<file path="src/rtl/pu_msp430_pwm16_pkg.sv">
// ---------------------------------------------------------------
// pu_msp430_pwm16_pkg : shared types and widths for the PWM block
// Revision: 1.0
// ---------------------------------------------------------------
`default_nettype none

package pu_msp430_pwm16_pkg;

    localparam int CNT_WD = 16;

    typedef enum logic [1:0] {
        IDLE  = 2'd0,
        RUN   = 2'd1,
        DRAIN = 2'd2
    } pwm_state_t;

endpackage

`default_nettype wire

</file>
<file path="src/rtl/pu_msp430_pwm16_if.sv">
// ---------------------------------------------------------------
// pu_msp430_pwm16_if : control/status bundle of the PWM generator
// Revision: 1.0
// ---------------------------------------------------------------
`default_nettype none

interface pu_msp430_pwm16_if #(
    parameter int PRESC_WD = 4
);
    import pu_msp430_pwm16_pkg::*;

    logic                pwm_en;
    logic [PRESC_WD-1:0] pwm_presc;
    logic [CNT_WD-1:0]   period_cfg;
    logic [CNT_WD-1:0]   duty_cfg;
    logic                pwm_out;
    logic [CNT_WD-1:0]   pwm_cnt;
    logic                period_irq;
    logic                busy;

    modport master (
        output pwm_en, pwm_presc, period_cfg, duty_cfg,
        input  pwm_out, pwm_cnt, period_irq, busy
    );

    modport slave (
        input  pwm_en, pwm_presc, period_cfg, duty_cfg,
        output pwm_out, pwm_cnt, period_irq, busy
    );

endinterface

`default_nettype wire

</file>
<file path="src/rtl/pu_msp430_pwm16_presc.sv">
// ---------------------------------------------------------------
// pu_msp430_pwm16_presc : tick prescaler, divides mclk by presc+1
// Revision: 1.0
// ---------------------------------------------------------------
`default_nettype none

module pu_msp430_pwm16_presc #(
    parameter int PRESC_WD = 4
) (
    input  wire logic                mclk,
    input  wire logic                puc_rst,
    input  wire logic                run,
    input  wire logic [PRESC_WD-1:0] pwm_presc,
    output logic                     tick
);

    logic [PRESC_WD-1:0] presc_cnt;

    // >= lets a live decrease of pwm_presc below presc_cnt tick at once
    assign tick = run && (presc_cnt >= pwm_presc);

    always_ff @(posedge mclk) begin
        if (puc_rst || !run) begin
            presc_cnt <= '0;
        end else if (tick) begin
            presc_cnt <= '0;
        end else begin
            presc_cnt <= presc_cnt + PRESC_WD'(1);
        end
    end

endmodule

`default_nettype wire

</file>
<file path="src/rtl/pu_msp430_pwm16.sv">
// ---------------------------------------------------------------
// pu_msp430_pwm16 : double-buffered 16-bit PWM / period generator
// Revision: 1.0
// ---------------------------------------------------------------
`default_nettype none

module pu_msp430_pwm16 #(
    parameter int PRESC_WD = 4
) (
    input  wire logic         mclk,
    input  wire logic         puc_rst,
    pu_msp430_pwm16_if.slave  bus
);
    import pu_msp430_pwm16_pkg::*;

    pwm_state_t        state, state_nxt;
    logic [CNT_WD-1:0] cnt, cnt_nxt;
    logic [CNT_WD-1:0] period_sh, period_sh_nxt;
    logic [CNT_WD-1:0] duty_sh, duty_sh_nxt;
    logic              out_q, out_nxt;
    logic              irq_q, irq_nxt;
    logic              run;
    logic              tick;
    logic              wrap;

    assign run  = (state != IDLE);
    assign wrap = tick && (cnt == period_sh);

    pu_msp430_pwm16_presc #(
        .PRESC_WD (PRESC_WD)
    ) u_presc (
        .mclk      (mclk),
        .puc_rst   (puc_rst),
        .run       (run),
        .pwm_presc (bus.pwm_presc),
        .tick      (tick)
    );

    always_comb begin
        state_nxt     = state;
        cnt_nxt       = cnt;
        period_sh_nxt = period_sh;
        duty_sh_nxt   = duty_sh;
        irq_nxt       = 1'b0;
        unique case (state)
            IDLE: begin
                cnt_nxt = '0;
                if (bus.pwm_en) begin
                    period_sh_nxt = bus.period_cfg;
                    duty_sh_nxt   = bus.duty_cfg;
                    state_nxt     = RUN;
                end
            end
            RUN: begin
                if (wrap) begin
                    cnt_nxt       = '0;
                    irq_nxt       = 1'b1;
                    period_sh_nxt = bus.period_cfg;
                    duty_sh_nxt   = bus.duty_cfg;
                    if (!bus.pwm_en) state_nxt = IDLE;
                end else begin
                    if (tick) cnt_nxt = cnt + CNT_WD'(1);
                    if (!bus.pwm_en) state_nxt = DRAIN;
                end
            end
            DRAIN: begin
                // A wrap always ends the drain, even if pwm_en returns that cycle
                if (wrap) begin
                    cnt_nxt   = '0;
                    irq_nxt   = 1'b1;
                    state_nxt = IDLE;
                end else begin
                    if (tick) cnt_nxt = cnt + CNT_WD'(1);
                    if (bus.pwm_en) state_nxt = RUN;
                end
            end
            default: begin
                state_nxt = IDLE;
                cnt_nxt   = '0;
            end
        endcase
        out_nxt = (state_nxt != IDLE) && (cnt_nxt < duty_sh_nxt);
    end

    always_ff @(posedge mclk) begin
        if (puc_rst) begin
            state     <= IDLE;
            cnt       <= '0;
            period_sh <= '0;
            duty_sh   <= '0;
            out_q     <= 1'b0;
            irq_q     <= 1'b0;
        end else begin
            state     <= state_nxt;
            cnt       <= cnt_nxt;
            period_sh <= period_sh_nxt;
            duty_sh   <= duty_sh_nxt;
            out_q     <= out_nxt;
            irq_q     <= irq_nxt;
        end
    end

    assign bus.pwm_out    = out_q;
    assign bus.pwm_cnt    = cnt;
    assign bus.period_irq = irq_q;
    assign bus.busy       = run;

endmodule

`default_nettype wire

</file>
<file path="src/flat_wrapper.sv">
// flat-port wrapper written by rule: the top's interface ports become plain ports
module pu_msp430_pwm16_flat import pu_msp430_pwm16_pkg::*;
#(
    parameter int PRESC_WD = 4
)
  (mclk, puc_rst, bus_pwm_en, bus_pwm_presc, bus_period_cfg, bus_duty_cfg, bus_pwm_out, bus_pwm_cnt, bus_period_irq, bus_busy);
  pu_msp430_pwm16_if #(.PRESC_WD(PRESC_WD)) bus_i ();
  input  wire logic mclk;
  input  wire logic puc_rst;
  input wire logic [$bits(bus_i.pwm_en)-1:0] bus_pwm_en;
  input wire logic [$bits(bus_i.pwm_presc)-1:0] bus_pwm_presc;
  input wire logic [$bits(bus_i.period_cfg)-1:0] bus_period_cfg;
  input wire logic [$bits(bus_i.duty_cfg)-1:0] bus_duty_cfg;
  output wire logic [$bits(bus_i.pwm_out)-1:0] bus_pwm_out;
  output wire logic [$bits(bus_i.pwm_cnt)-1:0] bus_pwm_cnt;
  output wire logic [$bits(bus_i.period_irq)-1:0] bus_period_irq;
  output wire logic [$bits(bus_i.busy)-1:0] bus_busy;
  assign bus_i.pwm_en = bus_pwm_en;
  assign bus_i.pwm_presc = bus_pwm_presc;
  assign bus_i.period_cfg = bus_period_cfg;
  assign bus_i.duty_cfg = bus_duty_cfg;
  assign bus_pwm_out = bus_i.pwm_out;
  assign bus_pwm_cnt = bus_i.pwm_cnt;
  assign bus_period_irq = bus_i.period_irq;
  assign bus_busy = bus_i.busy;
  pu_msp430_pwm16 #(.PRESC_WD(PRESC_WD)) u_core (.mclk(mclk), .puc_rst(puc_rst), .bus(bus_i));
endmodule
</file>
<file path="config.mk">
export PLATFORM = sky130hd
export DESIGN_NAME = pu_msp430_pwm16_flat
export DESIGN_NICKNAME = d
export VERILOG_FILES = /design/src/rtl/pu_msp430_pwm16_pkg.sv /design/src/rtl/pu_msp430_pwm16_if.sv /design/src/rtl/pu_msp430_pwm16_presc.sv /design/src/rtl/pu_msp430_pwm16.sv /design/src/flat_wrapper.sv
export SDC_FILE = /design/constraint.sdc
export NUM_CORES = 1
export LEC_CHECK = 0
export BUFFER_PORTS_ARGS = -buffer_cell sky130_fd_sc_hd__clkbuf_2
export CORE_ASPECT_RATIO = 0.75
export CORE_MARGIN = 5
export CORE_UTILIZATION = 51
export DETAILED_ROUTE_END_ITERATION = 6
export PLACE_DENSITY = 0.84
export SLEW_MARGIN = 10
export SYNTH_ARGS = -nofsm -noshare
export SYNTH_HDL_FRONTEND = slang
export SYNTH_HIERARCHICAL = 1
export SYNTH_SLANG_ARGS = --single-unit
</file>
<file path="constraint.sdc">
create_clock -name mclk -period 3.8 [get_ports mclk]
set_input_delay 0.38 -clock mclk [delete_from_list [all_inputs] [get_ports mclk]]
set_output_delay 0.38 -clock mclk [all_outputs]
set_load 0.01 [all_outputs]
</file>
# After elaboration in Yosys (flattened, before gate mapping)
# Index checks and enable logic that the tools add are counted.
[totals]
regBits = 56
input_bits = 39
wordCells = 46
[op_classes]
addsub = 2
magnitude_cmp = 2
n_eq_ne = 5
n_mux = 16
bitwise_logic = 1
n_reduce_logical = 13
[ops]
columns = ["operator", "n"]
rows = [
  ["16-bit two-way mux", 7],
  ["16-bit one-hot mux with 2 select lines", 2],
  ["16-bit by 1-bit adder with 16-bit output (second input constant)", 1],
  ["16-bit equality test", 1],
  ["16-bit less-than comparator", 1],
  ["2-bit two-way mux", 5],
  ["2-bit one-hot mux with 3 select lines", 1],
  ["2-bit nonzero test", 3],
  ["2-bit OR reduction", 3],
  ["4-bit by 1-bit adder with 4-bit output (second input constant)", 1],
  ["4-bit >= comparator", 1],
  ["1-bit logical AND", 3],
  ["3-bit AND reduction", 1],
  ["2-bit by 1-bit equality test with 1-bit output (second input constant)", 1],
  ["2-bit equality test (second input constant)", 1],
  ["2-bit zero test", 1],
  ["2-bit by 1-bit inequality test with 1-bit output (second input constant)", 1],
  ["2-bit inequality test (second input constant)", 1],
  ["1-bit zero test", 1],
  ["1-bit logical OR", 1],
  ["1-bit two-way mux", 1],
  ["1-bit NOT", 1],
]

# Depth between registers and ports, before layout
[logic_depth]
word_depth = 7
ltp_mapped = 19
mapped_depth_nobuf = 18

# Modules after synthesis
# Netlist, hierarchy kept.
[modules_own_cells]
columns = ["mod", "n_inst", "cells_each", "area_each_um2"]
rows = [
  ["pu_msp430_pwm16", 1, 352, 3246.9],
  ["pu_msp430_pwm16_presc", 1, 27, 251.5],
]

# Least setup slack after synthesis
# No wires, ideal clock.
[synth_timing]
path_kind = "flip-flop to flip-flop"
from = "register u_core.state[0]"
to = "register u_core.out_q (netlist: u_core/bus.pwm_out)"
setup_ns = 0.139
arrival_ns = 3.751
t_required_ns = 3.661
slack_ns = -0.090
stages_incl_launch_ff = 19
cell_sequence = "dfxtp_1 -> inv_1 -> ha_1 -> clkinv_1 -> clkbuf_1 -> and2_2 -> buf_2 -> nand3b_1 -> or4_4 -> nand2_1 -> clkbuf_1 -> nor2_1 -> ha_1 -> and4_1 -> o21ai_0 -> nor4_1 -> a21oi_1 -> o211ai_1 -> a311oi_1"
[synth_via]
elab_chain_len = 7
[synth_lines]
columns = ["element", "line", "source"]
rows = [
  ["start: declaration", "pu_msp430_pwm16.sv:16", "pwm_state_t state, state_nxt;"],
  ["start signal: assignment", "pu_msp430_pwm16.sv:94", "state <= state_nxt;"],
  ["2-bit nonzero test *", "pu_msp430_pwm16.sv:26", "assign run = (state != IDLE);"],
  ["named net bus_busy", "flat_wrapper.sv:17", "output wire logic [$bits(bus_i.busy)-1:0] bus_busy;"],
  ["1-bit logical AND *", "pu_msp430_pwm16_presc.sv:20", "assign tick = run && (presc_cnt >= pwm_presc);"],
  ["named net u_core.tick", "pu_msp430_pwm16.sv:23", "logic tick;"],
  ["16-bit two-way mux / 1-bit logical AND (equally long branches)", "pu_msp430_pwm16.sv:62, pu_msp430_pwm16.sv:73, pu_msp430_pwm16.sv:27", ""],
  ["16-bit two-way mux *", "pu_msp430_pwm16.sv:68", "if (wrap) begin"],
  ["16-bit two-way mux *", "n/a", ""],
  ["named net u_core.cnt_nxt[7]", "pu_msp430_pwm16.sv:17", "logic [CNT_WD-1:0] cnt, cnt_nxt;"],
  ["16-bit less-than comparator *", "pu_msp430_pwm16.sv:82", "out_nxt = (state_nxt != IDLE) && (cnt_nxt < duty_sh_nxt);"],
  ["1-bit logical AND *", "pu_msp430_pwm16.sv:82", ""],
  ["end signal: assignment", "pu_msp430_pwm16.sv:98", "out_q <= out_nxt;"],
  ["end: declaration", "pu_msp430_pwm16.sv:20", "logic out_q, out_nxt;"],
]
# Mark *: on every way through the listed nets, which the timed path passes. The rest lies on a longest branch.
# A chain may end at the register's enable or synchronous reset.

# Final worst setup path
[layout_timing]
from = "register u_core.u_presc.presc_cnt[3]"
to = "register u_core.out_q (netlist: u_core/bus.pwm_out)"
[layout_via]
elab_chain_len = 7
[layout_lines]
columns = ["element", "line", "source"]
rows = [
  ["start: declaration", "pu_msp430_pwm16_presc.sv:17", "logic [PRESC_WD-1:0] presc_cnt;"],
  ["start signal: assignment", "pu_msp430_pwm16_presc.sv:28", "presc_cnt <= presc_cnt + PRESC_WD'(1);"],
  ["4-bit >= comparator *", "pu_msp430_pwm16_presc.sv:20", ""],
  ["1-bit logical AND *", "pu_msp430_pwm16_presc.sv:20", ""],
  ["named net u_core.tick", "pu_msp430_pwm16.sv:23", ""],
  ["16-bit two-way mux / 1-bit logical AND (equally long branches)", "pu_msp430_pwm16.sv:62, pu_msp430_pwm16.sv:73, pu_msp430_pwm16.sv:27", ""],
  ["16-bit two-way mux *", "pu_msp430_pwm16.sv:68", ""],
  ["16-bit two-way mux *", "n/a", ""],
  ["named net u_core.cnt_nxt[15]", "pu_msp430_pwm16.sv:17", ""],
  ["16-bit less-than comparator *", "pu_msp430_pwm16.sv:82", ""],
  ["1-bit logical AND *", "pu_msp430_pwm16.sv:82", ""],
]
# Marks and branches as above.

==> summary.md <==
| Metric | Value |
|---|---|
| Switching Share | 34.11% |
| CP Max Fanout | 7 |
| Initial Utilization | 51.95% |
| # H-tree levels | 2 |
| Rel. slew slack | 53.70% |
| # IOs | 58 |
| Number of distinct library cells after synthesis | 51 |
| Initial antenna violation count | 0 |
| Final worst-path cycle share | between 90% and 100% |
| HPWL Detailed | ~6.6 mm |
| Via density | around 5.9 |
| Tmin final | 3786 ps |
| Area Overhead vs Synth | 21.32% |
| Clock sinks | 56 |
| Die area | between 8000 and 9000 µm² |
| Clock Power Share | 24.1% |
| Antenna Nets Post-Route | 0 |
| First-pass GRT wire length | roughly 15 mm |
| Leak Pwr | between 2 and 2.5 nW |
| IO Port Bufs | 57 |
| Internal power | 0.0009874 W |
| Placed Cells | between 500 and 600 |
| CTS Hold Bufs | 0 |
| Clock buffer depth | 2 |
| Synth Cell Area | 3498 µm² |
| Root Buffer | clkbuf_8 |
| Placeable Area | 6734 µm² |
| Cell Pwr Density | 353.1 nW/µm² |
| Final Hold Viols | 0 |
| WP data required | 3990 ps |
| Max Cap Viol | 0 |
| Largest net degree at the start of global routing | 54 |
| Synthesized area per cell | a little over 9 µm² |
| Die span in x | 105.6 µm |
| Crit end category | register |
| Congestion Overflow GR | 0 |
| Worst-margin pin slew | approximately 690 ps |
| Synth Instances | 379 |
| Final setup violation count | 0 |
| Reg power frac | between 40 and 50% |
| FFs w/ async S/R, synth | 0% |
| CTS tree | built |
| Top_reg_cell synth | dfxtp_1 |
| Mean routed wirelength per cell | 17.64 µm |
| Global placement routability congestion | 0.9057 |
| Peak supply drop | between 0.2 and 0.25 mV |
| Routed WL | 9.475 mm |
| Part of the power in combinational logic | 31.4% |
| CP Class | reg2reg |
| Clock slew at reported path FFs | 100 ps |
| Die height | ~80 µm |
| Drt first pass iters | 6 |
| FMAX | 0.2641 GHz |
| # nets final | 516 |
| Seq/Total Area, Yosys | ~32% |
| N_diodes | 0 |
| Yosys warns | 6 |
| Switching Power | 0.0005112 W |
| Worst-Skew Late Latency | 310 ps |
| Via count | 3164 |
| Final Max Slew Viols | 0 |
| Worst hold path class | in2reg |
| GRT Total Usage | 20.76% |
| # DRC | 0 |
| Vias in the first global route | 3125 |
| Outcome | complete, no violations |
| Number of flops mapped to enable cells by yosys | 0 |
| Fin Hold WS | 302.4 ps |
| Rows | 26 |
| Layout cells sized above 1 | 30.68% |
| Crit path launch type | register |
| Critical Path AT | 3970 ps |
| Synthesized Nets | 443 |
| Worst Clk Skew | approximately 7.0 ps |
| FF+latch count, synth | 56 |
| Non-Filler Instances | 537 |
| Initial DRC Count | 201 |
| Num CTS Buffers | 5 |
-- final timing paths --
kind	start	endpoint	slack (ps)	cells after the start
worst max-delay path	u_core/u_presc/presc_cnt[3]	u_core/bus.pwm_out	10	16
worst min-delay path	bus_period_cfg[10]	u_core/period_sh[10]	300	3
worst max register to register	u_core/u_presc/presc_cnt[3]	u_core/bus.pwm_out	10	16
worst min register to register	u_core/u_presc/presc_cnt[0]	u_core/u_presc/presc_cnt[0]	450	1
-- cells by family (layout without fill, tap and decap cells) --
kind of cell	after synthesis	after routing	synth area share [%]
simple gates	142	142	20.14
compound gates	45	45	11.41
mux	49	49	15.52
xor+xnor	33	33	8.262
flops	56	56	32.05
fa+ha+maj	25	25	8.941
buf+inv	29	103	3.683
-- cell usage after synthesis, types with 2 or more instances --
master	number	area share, %
nor2_1	66	7.1
dfxtp_1	56	32
mux2i_1	34	9.7
ha_1	25	8.9
xor2_1	25	6.3
nor3_1	23	3.3
clkbuf_1	15	1.6
nand2_1	15	1.6
a221oi_2	9	3.9
inv_1	9	0.97
mux2_4	9	3.9
a21oi_1	8	1.1
xnor2_1	8	2.0
nand3_1	7	1.0
a221oi_1	6	1.5
mux2_2	6	1.9
o21ai_0	5	0.72
and3_1	4	0.72
or4_1	4	0.86
nand2b_1	3	0.54
nor4_1	3	0.54
o211ai_1	3	0.64
a211o_1	2	0.50
a21o_1	2	0.43
a31oi_1	2	0.36
and4_1	2	0.50
nand4_1	2	0.36
nor3b_2	2	0.72
o21a_1	2	0.43
-- area by class of cell --
class	instances	area (µm²)
fill	524	2490
multi-input combinational	294	2352
sequential	56	1124
timing repair buffer	85	525.5
tap	84	105.1
clock buffer	6	82.58
inverter	10	37.54
clock inverter	2	17.52
-- power groups by stage --
| stage | logic, W | clock network (W) | registers (W) |
|---|---|---|---|
| 2_1_floorplan | 0.000305 | 0 | 0.000668 |
| 3_3_place_gp | 0.000391 | 0 | 0.000672 |
| 3_5_place_dp | 0.000406 | 0 | 0.000677 |
| 4_1_cts | 0.000415 | 0.000372 | 0.000663 |
| 5_1_grt | 0.000506 | 0.000395 | 0.000671 |
| 6_report | 0.000470 | 0.000362 | 0.000666 |
-- layout by cell type (no fill, tap or decap), types with 9 or more instances in the layout --
cell type and instances:
xor2_1 24, mux2i_1 34, dfxtp_1 54, mux2_4 9, nor2_1 66, inv_1 9, ha_1 25, buf_4 26
nand2_1 14, clkbuf_2 57, nor3_1 23
-- what timing repair did --
item	CTS	global route
buffers inserted	1	7
cloned	0	1
pin swaps	1	5
setup endpoints to repair	1	1
resized for setup	1	17
-- metrics by stage --
step / total power (W) / instance area (µm²) / TNS (ps) / util, % / worst slack, ps
6_report: 0.001499 / 4244 / 0 / 63.02 / 13.66
3_5_place_dp: 0.001083 / 3953 / -137.4 / 58.70 / -137.4
5_1_grt: 0.001572 / 4244 / -148.9 / 63.02 / -148.9
4_1_cts: 0.001450 / 4065 / 0 / 60.37 / 1.389
3_3_place_gp: 0.001063 / 3953 / 0 / 58.70 / 93.83
2_1_floorplan: 0.0009732 / 3500 / 0 / - / 83.12
-- critical path, stage by stage, from the launching register on --
cell and delay [ps]:
dfxtp_1 340, ha_1 290, o211ai_1 90, o21ai_2 200, and2_2 200, buf_4 160
and4_1 210, and3_1 230, nand3_1 210, nor2_1 220, xnor2_1 190, nor2_1 100
ha_1 340, nand3_1 150, or4_1 550, o211ai_1 100, a311oi_1 70
-- registers in the layout, summed over array words and instances, names as in the netlist --
register,cells
u_core/bus.pwm_cnt,16
u_core/duty_sh,16
u_core/period_sh,16
u_core/u_presc/presc_cnt,4
u_core/state,2
u_core/bus.period_irq,1
u_core/bus.pwm_out,1
-- layer usage --
layer | vias to the layer above | track usage, % | wire, µm
met1 | 1503 | 26.15 | 4044
met2 | 141 | 36.77 | 4573
li1 | 1500 | - | -
met4 | 0 | 6.986 | 192
met3 | 20 | 3.221 | 664
met5 | - | 0 | 0
(Power assumes the default switching activity.)
